==> src/rtl/gardner_ted_pkg.sv <==
// Shared width helpers and parameter sanity checks for the complex Gardner timing-error detector.
package gardner_ted_pkg;

  function automatic int diff_width(input int in_w);
    return in_w + 1;
  endfunction

  function automatic int prod_width(input int in_w);
    return 2 * in_w + 1;
  endfunction

  function automatic int min_out_width(input int in_w);
    return 2 * in_w + 2;
  endfunction

  function automatic bit sps_valid(input int sps);
    return (sps >= 2) && (sps % 2 == 0);
  endfunction

endpackage

==> src/rtl/sample_delay_line.sv <==
// Per-rail sample delay line; shifts only on accepted samples.
module sample_delay_line #(
  parameter int Width = 12,
  parameter int Depth = 5
) (
  input  logic                         clk,
  input  logic                         rst,
  input  logic [Width-1:0]             in,
  input  logic                         in_valid,
  output logic [Depth-1:0][Width-1:0]  taps
);

  logic [Depth-1:1][Width-1:0] taps_q;

  always_ff @(posedge clk) begin
    if (rst) begin
      taps_q <= '0;
    end else if (in_valid) begin
      taps_q[1] <= in;
      for (int unsigned k = 2; k < Depth; k++) begin
        taps_q[k] <= taps_q[k-1];
      end
    end
  end

  // tap0 is the sample presented this cycle, so older taps read pre-shift history
  assign taps = {taps_q, in};

endmodule

==> src/rtl/gardner_ted_iq.sv <==
// Pipelined complex Gardner timing-error detector with valid/ready output and sticky overrun.
module gardner_ted_iq
  import gardner_ted_pkg::*;
#(
  parameter int SamplesPerSymbol = 4,
  parameter int InputLengthBits  = 12,
  parameter int OutputLengthBits = 26,
  parameter int ComplexMode      = 1
) (
  input  logic                               clk,
  input  logic                               rst,
  input  logic signed [InputLengthBits-1:0]  i_in,
  input  logic signed [InputLengthBits-1:0]  q_in,
  input  logic                               in_valid,
  input  logic                               trigger,
  output logic signed [OutputLengthBits-1:0] out,
  output logic                               out_valid,
  input  logic                               out_ready,
  output logic                               overrun
);

  localparam int IW    = InputLengthBits;
  localparam int OW    = OutputLengthBits;
  localparam int DW    = diff_width(IW);
  localparam int PW    = prod_width(IW);
  localparam int Depth = SamplesPerSymbol + 1;
  localparam int Half  = SamplesPerSymbol / 2;

  if (!sps_valid(SamplesPerSymbol)) begin : g_bad_sps
    $error("SamplesPerSymbol must be even and >= 2");
  end
  if (OW < min_out_width(IW)) begin : g_bad_ow
    $error("OutputLengthBits must be >= 2*InputLengthBits+2");
  end

  logic [Depth-1:0][IW-1:0] i_taps, q_taps;

  sample_delay_line #(.Width(IW), .Depth(Depth)) u_i_line (
    .clk(clk), .rst(rst), .in(i_in), .in_valid(in_valid), .taps(i_taps)
  );

  if (ComplexMode != 0) begin : g_q_line
    sample_delay_line #(.Width(IW), .Depth(Depth)) u_q_line (
      .clk(clk), .rst(rst), .in(q_in), .in_valid(in_valid), .taps(q_taps)
    );
  end else begin : g_no_q
    logic unused_q_in;
    assign q_taps      = '0;
    assign unused_q_in = ^q_in;
  end

  logic unused_taps;
  assign unused_taps = ^{i_taps, q_taps};

  logic                 accept;
  logic signed [DW-1:0] diff_i_d, diff_q_d, diff_i_q, diff_q_q;
  logic signed [IW-1:0] mid_i_q, mid_q_q;
  logic                 v1_q, v2_q;
  logic signed [PW-1:0] prod_i_d, prod_q_d, prod_i_q, prod_q_q;
  logic signed [OW-1:0] sum_d, out_q;
  logic                 out_valid_q, overrun_q;

  assign accept = in_valid & trigger;

  always_comb begin
    diff_i_d = DW'($signed(i_taps[SamplesPerSymbol])) - DW'($signed(i_taps[0]));
    diff_q_d = DW'($signed(q_taps[SamplesPerSymbol])) - DW'($signed(q_taps[0]));
    prod_i_d = PW'(diff_i_q) * PW'(mid_i_q);
    prod_q_d = PW'(diff_q_q) * PW'(mid_q_q);
    sum_d    = OW'(prod_i_q) + OW'(prod_q_q);
  end

  always_ff @(posedge clk) begin
    if (rst) begin
      diff_i_q <= '0;
      diff_q_q <= '0;
      mid_i_q  <= '0;
      mid_q_q  <= '0;
      v1_q     <= 1'b0;
      prod_i_q <= '0;
      prod_q_q <= '0;
      v2_q     <= 1'b0;
    end else begin
      v1_q <= accept;
      if (accept) begin
        diff_i_q <= diff_i_d;
        diff_q_q <= diff_q_d;
        mid_i_q  <= $signed(i_taps[Half]);
        mid_q_q  <= $signed(q_taps[Half]);
      end
      v2_q <= v1_q;
      if (v1_q) begin
        prod_i_q <= prod_i_d;
        prod_q_q <= prod_q_d;
      end
    end
  end

  // A fresh result always wins over the handshake; overrun only when it clobbers an unread one
  always_ff @(posedge clk) begin
    if (rst) begin
      out_q       <= '0;
      out_valid_q <= 1'b0;
      overrun_q   <= 1'b0;
    end else if (v2_q) begin
      out_q       <= sum_d;
      out_valid_q <= 1'b1;
      if (out_valid_q && !out_ready) begin
        overrun_q <= 1'b1;
      end
    end else if (out_ready) begin
      out_valid_q <= 1'b0;
    end
  end

  assign out       = out_q;
  assign out_valid = out_valid_q;
  assign overrun   = overrun_q;

endmodule

==> config.mk <==
export PLATFORM = sky130hd
export DESIGN_NAME = gardner_ted_iq
export DESIGN_NICKNAME = d
export VERILOG_FILES = /design/src/rtl/gardner_ted_pkg.sv /design/src/rtl/sample_delay_line.sv /design/src/rtl/gardner_ted_iq.sv
export SDC_FILE = /design/constraint.sdc
export NUM_CORES = 1
export LEC_CHECK = 0
export CAP_MARGIN = 10
export CORE_MARGIN = 5
export CORE_UTILIZATION = 28
export DETAILED_ROUTE_END_ITERATION = 8
export DONT_BUFFER_PORTS = 1
export PLACE_DENSITY = 0.38
export SLEW_MARGIN = 20
export SYNTH_ARGS = -nofsm -noshare
export SYNTH_HDL_FRONTEND = slang
export SYNTH_SLANG_ARGS = --single-unit
==> constraint.sdc <==
create_clock -name clk -period 6.2 [get_ports clk]
set_clock_uncertainty 0.2 [all_clocks]
set_input_delay 0.93 -clock clk [delete_from_list [all_inputs] [get_ports clk]]
set_output_delay 0.93 -clock clk [all_outputs]
set_load 0.02 [all_outputs]
# After elaboration in Yosys (flattened, before gate mapping)
# Cells that the tools add are included.
# W data, S select, Z words.
[word_totals]
elab_cells = 31
out_inout_bits = 28
in_bits = 29
register_bits = 226
[classes]
add_sub_neg = 3
bitwise_logic = 1
n_mul = 2
mux = 2
reduce_logical = 4
[op_table]
columns = ["cell", "n"]
rows = [
  ["$mul A13 B12 Y25", 2],
  ["$add A25 B25 Y26", 1],
  ["$sub A12 B12 Y13", 2],
  ["$mux W1", 2],
  ["$reduce_and A2 Y1", 1],
  ["$reduce_bool A2 Y1", 1],
  ["$and A1 B1 Y1", 1],
  ["$logic_and A1 B1 Y1", 1],
  ["$logic_not A1 Y1", 1],
]

# Logic depth before layout (Yosys ltp)
[logic_depth]
depth_word = 3
mapped_depth = 21
depth_no_buf = 20

# Modules after synthesis
# From an unflattened synthesis, not the netlist that was laid out.
[unflattened]
hier_cells = 2426
area_unflattened_um2 = 21654.5
[by_module_without_submodules]
columns = ["mod", "seq_area_each_um2", "n_inst", "cells_per_inst", "area_each_um2"]
rows = [
  ["gardner_ted_iq", 2602.5, 1, 2092, 18016.0],
  ["sample_delay_line", 960.9, 2, 167, 1819.2],
]

# Least setup slack after synthesis
# Ideal clock, no wire load.
[synth_path]
path_type = "flip-flop to flip-flop"
start = "register mid_i_q[3]"
end = "register prod_i_q[23]"
path_stages_with_launch = 19
period_less_slack_ns = 5.411
setup_ns = 0.086
required_ns = 5.914
path_buffers = 1
setup_slack_ns = 0.789
arrival_ns = 5.125
path_cell_list = "dfxtp_1 -> clkbuf_1 -> nand2_1 -> fa_1 -> fa_1 -> inv_1 -> fa_1 -> fa_1 -> inv_1 -> fa_1 -> inv_1 -> ha_1 -> or4_1 -> o22ai_1 -> o31ai_1 -> o31ai_1 -> a31oi_1 -> xnor2_1 -> a211oi_1"
[synth_via]
elab_chain_cells = 1
[synth_rtl]
columns = ["element", "line_no", "rtl"]
rows = [
  ["start: declaration", "gardner_ted_iq.sv:57", "logic signed [IW-1:0] mid_i_q, mid_q_q;"],
  ["start signal: assignment", "gardner_ted_iq.sv:88", "mid_i_q <= $signed(i_taps[Half]);"],
  ["$mul A13 B12 Y25", "gardner_ted_iq.sv:68", "prod_i_d = PW'(diff_i_q) * PW'(mid_i_q);"],
  ["end signal: assignment", "gardner_ted_iq.sv:93", "prod_i_q <= prod_i_d;"],
  ["end: declaration", "gardner_ted_iq.sv:59", "logic signed [PW-1:0] prod_i_d, prod_q_d, prod_i_q, prod_q_q;"],
]
# Every way passes these cells.
# A chain may end at the register's enable or synchronous reset.

# Final worst setup path
[layout_path]
start = "register diff_i_q[3]"
end = "register prod_i_q[23]"
[layout_via]
elab_chain_cells = 1
[layout_rtl]
columns = ["element", "line_no", "rtl"]
rows = [
  ["start: declaration", "gardner_ted_iq.sv:56", "logic signed [DW-1:0] diff_i_d, diff_q_d, diff_i_q, diff_q_q;"],
  ["start signal: assignment", "gardner_ted_iq.sv:86", "diff_i_q <= diff_i_d;"],
  ["$mul A13 B12 Y25", "gardner_ted_iq.sv:68", ""],
]
# Every way passes these cells.

==> impl_metrics.toml <==
[setup_path]
cp_max_fo = 13
critPathRequiredTime_ns = 6.47
crit_buf_inv = 3
path_delay_family = "adder cells"
critical_path_arrival_ns = 6.11
critPathLaunchType = "flop"
slowest_stage = "dfxtp_1"
path_class = "reg2reg"
crit_path_max_incr_delay_ns = 0.73
path_cells = "nand2_1, fa_1, fa_1, fa_1, inv_1, fa_1, inv_1, fa_1, inv_1, ha_1, or4_1, o22ai_1, o31ai_1, o31ai_2, a31oi_1, xnor2_1, a211oi_1"
worstSetupEndpointType = "flop"
crit_top_cell = "fa_1"

[power]
pwr-share-clk_pct = 49.8
pwr-share-seq_pct = 43.8
leakagePower_uw = 0.0112
power.switching_uw = 892
power_uw = 3530
internal-power_uw = 2630
p_sw_share_pct = 25.3
power_density_nw_per_um2 = 148
ir_drop_v = 0.000203
combPwrFrac_pct = 6.4

[sta]
setup_viol = 0
holdWs_ns = 0.179
fin_crit_ns = 5.85
fin_tns_setup_ns = 0
hold_viol = 0
finalMaxSlewViolations = 0
min_period_over_period_pct = 94.3
tightestPinTransition_ns = 0.753
slew_headroom_pct = 49.6
grt_setup_unrepaired = "no"
max_freq_mhz = 171

[place]
place_congestion = 0.802
io_buffers = 0
place.detailed.hpwl_um = 44900
placed_area_um2 = 22700

[logic_synthesis]
synthArstFlopShare_pct = 0
ys_seq_elements = 226
synth_edf_count = 0
yosysSeqAreaShare_pct = 21.0
postSynthAreaPerCell_um2 = 8.74
yosysUniqueCellTypes = 60
syn_nets = 2949
syn_area_um2 = 21500
ys.flop_type = "dfxtp_1"
synth_warnings = 0
syn_inst = 2466

[finish]
layout-drive-gt1-share_pct = 4.61
synthToLayoutAreaGrowth_pct = 10.2
nets = 2909
design_area_um2 = 23800

[min_path]
hp-class = "in2reg"

[floorplanning]
num_rows = 101
floorplan.initialDensity_pct = 28.3
die_y_um = 287
die_area_um2 = 82600
core_um2 = 76100
ios = 57
die_w_um = 287

[cts]
clock_path_buffers = 3
clock_latency_ns = 0.62
numCtsBuffers = 30
cts_tree = "done"
clk_pin_slew_ns = 0.06
clock-sinks = 226
clockRootBuffer = "clkbuf_16"
h-tree-depth = 1

[routing]
wl_per_cell_um = 16.1
vias = 15800
drc = 0
dr.pass1.iters = 5
drt_iter0_markers = 708
wirelength_um = 56000
antenna_left = 0
viasPerCell = 4.55

[grt]
grt_pass1_vias = 16500
grt_use_total_pct = 13.7
grt_max_degree = 221
grt_pass1_wl_um = 92500
grt_antenna_before_repair = 1
grt-ovfl-total = 0

[job]
max_cap_violations = 0

[run_status]
status = "completed"
-- worst paths after layout --
path	start	cells after the start	slack [ns]	to
min	rst	1	0.18	u_i_line.taps[46]
max reg2reg	diff_i_q[3]	17	0.35	prod_i_q[23]
max	diff_i_q[3]	17	0.35	prod_i_q[23]
min reg2reg	g_q_line.u_q_line.taps[25]	2	0.27	mid_q_q[1]
-- cells in the mapped netlist, types with 4 or more instances --
| library cell | instances | area (um^2) |
|---|---|---|
| a211oi_1 | 22 | 165 |
| a21oi_1 | 106 | 531 |
| o31ai_1 | 9 | 67.6 |
| dfxtp_1 | 226 | 4520 |
| mux2i_1 | 126 | 1260 |
| a31oi_1 | 11 | 68.8 |
| a21o_1 | 15 | 113 |
| a2111oi_0 | 4 | 35.0 |
| fa_1 | 299 | 5990 |
| o22ai_1 | 9 | 56.3 |
| o21ai_0 | 57 | 285 |
| ha_1 | 155 | 1940 |
| o21a_1 | 11 | 82.6 |
| nand3_1 | 24 | 120 |
| o211ai_1 | 6 | 45.0 |
| o21bai_1 | 4 | 30.0 |
| a21oi_2 | 4 | 35.0 |
| nor2_1 | 222 | 833 |
| nor4b_1 | 7 | 61.3 |
| nand2b_1 | 23 | 144 |
| xor2_1 | 14 | 123 |
| nand2_1 | 315 | 1180 |
| clkbuf_1 | 96 | 360 |
| and3_1 | 9 | 56.3 |
| or4_1 | 6 | 45.0 |
| nor3_1 | 34 | 170 |
| nand4_1 | 5 | 31.3 |
| buf_1 | 15 | 56.3 |
| inv_1 | 411 | 1540 |
| a31o_2 | 4 | 35.0 |
| xnor2_1 | 47 | 412 |
| or3_1 | 12 | 75.1 |
| o21ai_1 | 7 | 35.0 |
| and2_1 | 91 | 569 |
| nor2b_1 | 21 | 131 |
-- final cells by class --
type / instances / area, um^2
repair buffers: 41 / 308
well taps: 1030 / 1290
inverters: 411 / 1540
multi-input cells: 1716 / 15100
flip-flops and latches: 226 / 4540
clock buffers: 43 / 860
clock inverters: 12 / 153
diodes: 1 / 2.50
fillers: 8178 / 52300
-- routing by layer --
layer / up-vias / GRT usage [%] / routed length, um / part of all wire [%]
met4: 0 / 1.82 / 716 / 1.3
met2: 205 / 21.3 / 24300 / 43
li1: 7706 / - / - / -
met1: 7864 / 20.5 / 28500 / 51
met3: 43 / 2.32 / 2480 / 4.4
met5: - / 0 / 0 / 0
-- metrics by stage --
| step | utilization (%) | std cells | worst slack [ns] |
|---|---|---|---|
| finish | 31.2 | 3480 | 0.353 |
| global route | 31.2 | 3479 | 0.000723 |
| CTS | 31.2 | 3479 | 0.0745 |
| detailed placement | 29.9 | 3424 | 0.203 |
| global placement | 29.9 | 3424 | 0.249 |
| floorplan | - | 2466 | 0.789 |
-- sequential cells by signal, summed over array words and instances, names as in the netlist --
name                    flops
prod_i_q                   25
diff_q_q                   13
u_i_line.taps              48
prod_q_q                   25
mid_i_q                    12
g_q_line.u_q_line.taps     48
v2_q                        1
v1_q                        1
mid_q_q                    12
out_valid                   1
overrun                     1
out                        26
diff_i_q                   13
-- power groups by stage --
stage / logic [uW] / clock network [uW] / registers, uW
4_1_cts: 230 / 1840 / 1540
3_3_place_gp: 226 / 0 / 1570
2_1_floorplan: 216 / 0 / 1540
3_5_place_dp: 228 / 0 / 1580
5_1_grt: 257 / 1880 / 1550
6_report: 225 / 1760 / 1540
-- repair_timing --
item | CTS | global route
resized for setup | 0 | 11
setup endpoints to repair | 0 | 5
hold buffers | 0 | 0
buffers inserted | 0 | 0
-- logic make-up (layout without fill, tap and decap cells) --
kind of cell             after synthesis  in the layout  synth area share [%]
AO/OA/AOI/OAI                        299            299                  8.63
XOR/XNOR                              61             61                  2.48
adder cells (fa/ha/maj)              454            454                  36.8
buffers and inverters                524            507                  9.14
flip-flops                           226            226                  21.0
multiplexers                         126            126                  5.85
other                                  0              1                     0
AND/OR/NAND/NOR                      776            776                  16.1
-- layout by cell type (no fill, tap or decap), types with 10 or more instances in the layout --
cell type / n
a211oi_1: 22
a21o_1: 15
a21oi_1: 106
a31oi_1: 11
and2_1: 91
buf_4: 41
clkbuf_16: 30
dfxtp_1: 216
dfxtp_2: 10
fa_1: 299
ha_1: 154
inv_1: 411
mux2i_1: 126
nand2_1: 314
nand2b_1: 23
nand3_1: 24
nor2_1: 222
nor2b_1: 21
nor3_1: 34
o21a_1: 11
o21ai_0: 57
or3_1: 12
xnor2_1: 47
xor2_1: 14
Power figures use the tool's default switching activity.
